--- config.mk ---
export PLATFORM = sky130hd
export DESIGN_NAME = uart_rx
export DESIGN_NICKNAME = d
export VERILOG_FILES = /design/src/rtl/uart_pkg.sv /design/src/rtl/uart_rx_fifo.sv /design/src/rtl/uart_rx.sv
export SDC_FILE = /design/constraint.sdc
export NUM_CORES = 1
export LEC_CHECK = 0
export CAP_MARGIN = 10
export CORE_ASPECT_RATIO = 1.2
export CORE_MARGIN = 5
export CORE_UTILIZATION = 64
export CTS_CLUSTER_SIZE = 14
export DETAILED_ROUTE_END_ITERATION = 7
export GPL_ROUTABILITY_DRIVEN = 0
export GPL_TIMING_DRIVEN = 0
export PLACE_DENSITY = 0.83
export SLEW_MARGIN = 20
export SYNTH_ARGS = -nofsm -noshare
export SYNTH_HDL_FRONTEND = slang
export SYNTH_SLANG_ARGS = --single-unit
--- constraint.sdc ---
create_clock -name clk -period 3.6 [get_ports clk]
set_clock_uncertainty 0.1 [all_clocks]
set_input_delay 0.54 -clock clk [delete_from_list [all_inputs] [get_ports clk]]
set_output_delay 0.54 -clock clk [all_outputs]
set_load 0.05 [all_outputs]
--- src/rtl/uart_pkg.sv ---
// Shared constants and state encoding for the UART receiver (and later uart_tx).
package uart_pkg;

  localparam int UART_DATA_W   = 8;
  localparam int UART_BAUD_DIV = 434;  // 50 MHz / 115200

  typedef enum logic [1:0] {
    IDLE  = 2'd0,
    START = 2'd1,
    DATA  = 2'd2,
    STOP  = 2'd3
  } uart_rx_state_e;

endpackage

--- src/rtl/uart_rx_fifo.sv ---
// Small synchronous FIFO holding received bytes; pointers carry an extra wrap bit.
module uart_rx_fifo #(
  parameter int WIDTH = 8,
  parameter int DEPTH = 4
) (
  input  logic             clk,
  input  logic             rst,
  input  logic             push,
  input  logic [WIDTH-1:0] wdata,
  input  logic             pop,
  output logic [WIDTH-1:0] rdata,
  output logic             full,
  output logic             empty
);

  localparam int AW = $clog2(DEPTH);

  logic [WIDTH-1:0] mem [DEPTH];
  logic [AW:0]      wptr;
  logic [AW:0]      rptr;
  logic             do_push;
  logic             do_pop;

  assign empty   = (wptr == rptr);
  assign full    = (wptr[AW] != rptr[AW]) && (wptr[AW-1:0] == rptr[AW-1:0]);
  assign rdata   = mem[rptr[AW-1:0]];
  // A pop frees the head slot in the same cycle, so a full FIFO may still accept a push.
  assign do_push = push && (!full || pop);
  assign do_pop  = pop && !empty;

  always_ff @(posedge clk) begin
    if (!rst) begin
      wptr <= '0;
      rptr <= '0;
    end else begin
      if (do_push) wptr <= wptr + 1'b1;
      if (do_pop)  rptr <= rptr + 1'b1;
    end
  end

  always_ff @(posedge clk) begin
    if (do_push) mem[wptr[AW-1:0]] <= wdata;
  end

endmodule

--- src/rtl/uart_rx.sv ---
// 8N1 UART receiver: synchronizer, oversampling state machine and flag registers,
// with received bytes buffered in uart_rx_fifo and drained by valid/ready.
module uart_rx
  import uart_pkg::*;
#(
  parameter int BAUD_DIV   = UART_BAUD_DIV,
  parameter int FIFO_DEPTH = 4
) (
  input  logic                   clk,
  input  logic                   rst,
  input  logic                   rx_pin,
  output logic [UART_DATA_W-1:0] data_o,
  output logic                   valid_o,
  input  logic                   ready_i,
  output logic                   frame_err_o,
  output logic                   overrun_o,
  output logic                   busy_o
);

  localparam int CW = $clog2(BAUD_DIV);
  localparam logic [CW-1:0] HALF_LAST = CW'(BAUD_DIV / 2 - 1);
  localparam logic [CW-1:0] BIT_LAST  = CW'(BAUD_DIV - 1);

  localparam logic [1:0] S_IDLE  = IDLE;
  localparam logic [1:0] S_START = START;
  localparam logic [1:0] S_DATA  = DATA;
  localparam logic [1:0] S_STOP  = STOP;

  logic                   sync1;
  logic                   rx_s;
  logic [1:0]             state;
  logic [CW-1:0]          cnt;
  logic [2:0]             bit_idx;
  logic [UART_DATA_W-1:0] shift;
  logic                   stop_tick;
  logic                   push;
  logic                   pop;
  logic                   full;
  logic                   empty;
  logic [UART_DATA_W-1:0] rdata;

  assign stop_tick = (state == S_STOP) && (cnt == BIT_LAST);
  assign push      = stop_tick && rx_s;
  assign valid_o   = !empty;
  assign pop       = valid_o && ready_i;
  assign data_o    = empty ? '0 : rdata;
  assign busy_o    = (state != S_IDLE);

  always_ff @(posedge clk) begin
    if (!rst) begin
      sync1 <= 1'b1;
      rx_s  <= 1'b1;
    end else begin
      sync1 <= rx_pin;
      rx_s  <= sync1;
    end
  end

  // Returning to IDLE at mid-stop-bit lets a back-to-back start bit be caught in time.
  always_ff @(posedge clk) begin
    if (!rst) begin
      state   <= S_IDLE;
      cnt     <= '0;
      bit_idx <= '0;
      shift   <= '0;
    end else begin
      case (state)
        S_IDLE: begin
          if (!rx_s) begin
            state <= S_START;
            cnt   <= '0;
          end
        end
        S_START: begin
          if (cnt == HALF_LAST) begin
            cnt     <= '0;
            bit_idx <= '0;
            state   <= rx_s ? S_IDLE : S_DATA;
          end else begin
            cnt <= cnt + 1'b1;
          end
        end
        S_DATA: begin
          if (cnt == BIT_LAST) begin
            cnt            <= '0;
            shift[bit_idx] <= rx_s;
            bit_idx        <= bit_idx + 3'd1;
            if (bit_idx == 3'd7) state <= S_STOP;
          end else begin
            cnt <= cnt + 1'b1;
          end
        end
        S_STOP: begin
          if (cnt == BIT_LAST) begin
            cnt   <= '0;
            state <= S_IDLE;
          end else begin
            cnt <= cnt + 1'b1;
          end
        end
        default: state <= S_IDLE;
      endcase
    end
  end

  always_ff @(posedge clk) begin
    if (!rst) begin
      frame_err_o <= 1'b0;
      overrun_o   <= 1'b0;
    end else begin
      frame_err_o <= stop_tick && !rx_s;
      overrun_o   <= push && full && !pop;
    end
  end

  uart_rx_fifo #(
    .WIDTH(UART_DATA_W),
    .DEPTH(FIFO_DEPTH)
  ) u_fifo (
    .clk  (clk),
    .rst  (rst),
    .push (push),
    .wdata(shift),
    .pop  (pop),
    .rdata(rdata),
    .full (full),
    .empty(empty)
  );

endmodule

==> results.yml <==
worst_setup_path:
  endpoint: "data_o[1]"
  end_kind: "output pin"
  worstPathRequired_ps: 2960
  startpoint: "u_fifo.wptr[1]$_SDFFE_PN0P_"
  setup.worst_path.class: "reg2out"
  cp-start-kind: "register"
  r2r-end: "u_fifo.mem[2][6]$_DFFE_PP_"
  reg2reg_slack_ps: 1300
  worstPathArrival_ps: 2370
  crit_fanout: 9
  reg2reg_depth: 5
cts:
  cts-htree-levels: 3
  max-clock-path-buffers: 2
  cts_sinks: 66
  cts.repair.resized: 0
  ctsHoldBuffers: 0
  post_cts_buffers: 0
  cts_buffers: 9
  cts-root-buf: "clkbuf_8"
  cts_tree: "built"
  clock_latency_ps: 340
  clkSlewWorstSetupHoldPaths_ps: 70
sta:
  totalNegativeSetupSlack_ps: 0
  drv_slew: 0
  rsz0062_at_grt: "false"
  setup_viol: 0
  finalCritPeriodShare: 0.835
  finalHoldViolCount: 0
  fin_crit_ps: 3010
  clock.fmax_mhz: 333
  slew_headroom: 0.424
  tightest_slew_ps: 856
synth:
  netlist_area_sq_mm: 0.00309
  ys_warn_count: 0
  ys_seq_area_frac: 0.532
  synth_edf_count: 32
  async_flop_share: 0
  synthAdderAreaFrac: 0.0405
  synth_cell_type_count: 52
  synth_ff_type: "dfxtp_1"
  synth_top_family_by_area: "simple AND/OR/NAND/NOR gates"
  synth_seq_cells: 66
  syn_area_per_cell_sq_um: 11.9
  synth-simple-area-share: 0.194
  yosys.area_share.xor_xnor: 0.0170
  synthCells: 260
  syn-num-nets: 274
  synth_compound_area_frac: 0.0976
  synthMuxAreaShare: 0.0875
floorplanning:
  die-area_sq_mm: 0.00632
  core-area_sq_mm: 0.00463
  rows: 27
  die_h_microns: 86.1
  die_w_microns: 73.4
  io_pins: 16
  start_util: 0.667
drt:
  wl_per_cell_microns: 18.1
  vias: 2168
  first_iter_violations: 175
  ant_nets: 0
  viasPerCell: 6.21
  drtPass1Iterations: 4
  route.detailed.drc: 0
  routed_wl_microns: 6320
power:
  vdd_drop_max_uv: 274
  p_leak_nw: 1.24
  power_mw: 1.41
  power_density_mw_per_mm2: 401
layout:
  diodes: 0
  final_cell_area_sq_mm: 0.00350
  final_cell_mix: "34 x dfxtp_1, 32 x edfxtp_1, 16 x nor2_1, 14 x clkdlybuf4s50_1"
  drive_gt1_frac: 0.144
  fin_util: 0.757
  final_common_cell: "dfxtp_1"
  final_nets: 300
  area_growth_pct: 13.5
grt:
  grt_max_degree: 12
  antenna_found_initial: 0
  globalRouteOverflowTotal: 0
  grt_pass1_vias: 2191
  grt_pass1_wl_microns: 10600
  grtUsageTotal: 0.223
placement:
  dpl.hpwl_microns: 4530
  io_buffers: 14
  dpl-instance-area_sq_mm: 0.00331
outcome:
  status: "complete, no violations"
min_path:
  hp-class: "reg2reg"
  worst_hold_path.num_cells: 1
flow_run:
  max-cap-violations: 0
==> synthesized netlist by cell type, types with 3 or more instances <==
master    number  area [sq um]
nand4b_1       5          43.8
xor2_1         5          43.8
ha_1          10           125
nor2_1        16          60.1
nand3_1       11          55.1
or4_1          3          22.5
and3_1         3          18.8
nor4_1         3          18.8
nand4_1       11          68.8
dfxtp_1       34           681
clkbuf_1       6          22.5
o21ai_0        6          30.0
nor3_1         4          20.0
nor4bb_1       3          30.0
nand2b_1       3          18.8
mux4_2         8           180
edfxtp_1      32           961
o21a_1         3          22.5
buf_2          4          20.0
o211ai_1       3          22.5
a21oi_1       10          50.1
o31ai_1        3          22.5
a22o_2         3          30.0
nand2_1        9          33.8
nor2b_1        9          56.3
mux2i_1        9          90.1
inv_1         10          37.5
and2_1         4          25.0
==> metal layers <==
layer	track usage	vias to the layer above	part of all wire
li1	-	1051	-
met1	0.264	1047	0.42
met2	0.373	50	0.51
met3	0.0434	20	0.036
met4	0.125	0	0.032
met5	0	-	0
==> critical path, cell delays in order (launching register included) <==
cell and delay [ps]:
dfxtp_1 420, xor2_1 170, nor3_2 580, nor2b_1 120, clkdlybuf4s50_1 730
==> worst min-delay path by stage <==
stage,from,to,slack (ps)
after floorplan,sync1$_SDFF_PN1_,rx_s$_SDFF_PN1_,290
after global placement,sync1$_SDFF_PN1_,rx_s$_SDFF_PN1_,290
after detailed placement,sync1$_SDFF_PN1_,rx_s$_SDFF_PN1_,290
after CTS,sync1$_SDFF_PN1_,rx_s$_SDFF_PN1_,310
after global routing,sync1$_SDFF_PN1_,rx_s$_SDFF_PN1_,340
final,sync1$_SDFF_PN1_,rx_s$_SDFF_PN1_,310
==> cell type report <==
class | instances | area [sq um]
multi-input combinational | 171 | 1360
clock inverter | 5 | 55.1
sequential | 66 | 1640
timing repair buffer | 15 | 145
clock buffer | 11 | 131
tap | 58 | 72.6
inverter | 11 | 41.3
buffer | 12 | 57.6
fill | 322 | 1120
==> flip-flops by register name, summed over array words and instances, names as in the netlist, named ones only <==
register	flops
u_fifo.rptr	3
frame_err_o	1
rx_s	1
u_fifo.mem	32
shift	8
state	1
cnt	9
overrun_o	1
sync1	1
u_fifo.wptr	3
bit_idx	3
==> report_power, final <==
group | total [mW] | switching, mW | internal, mW
Clock | 0.593 | 0.276 | 0.317
Sequential | 0.783 | 0.00206 | 0.781
Combinational | 0.0297 | 0.0204 | 0.00934
Total | 1.41 | 0.298 | 1.11
==> per-stage QoR <==
stage	std cells	setup slack (ps)	hold WS, ps
after global routing	349	401	343
final	349	593	308
after detailed placement	333	561	293
after global placement	332	520	291
after floorplan	260	1320	286
after CTS	349	177	310
==> logic make-up (layout without fill, tap and decap cells) <==
kind of cell,Yosys count,count (layout)
flops,66,66
compound gates,41,41
simple gates,97,97
fa+ha+maj,10,10
mux,17,17
buf+inv,23,54
xor+xnor,6,6
(Power assumes the default switching activity.)
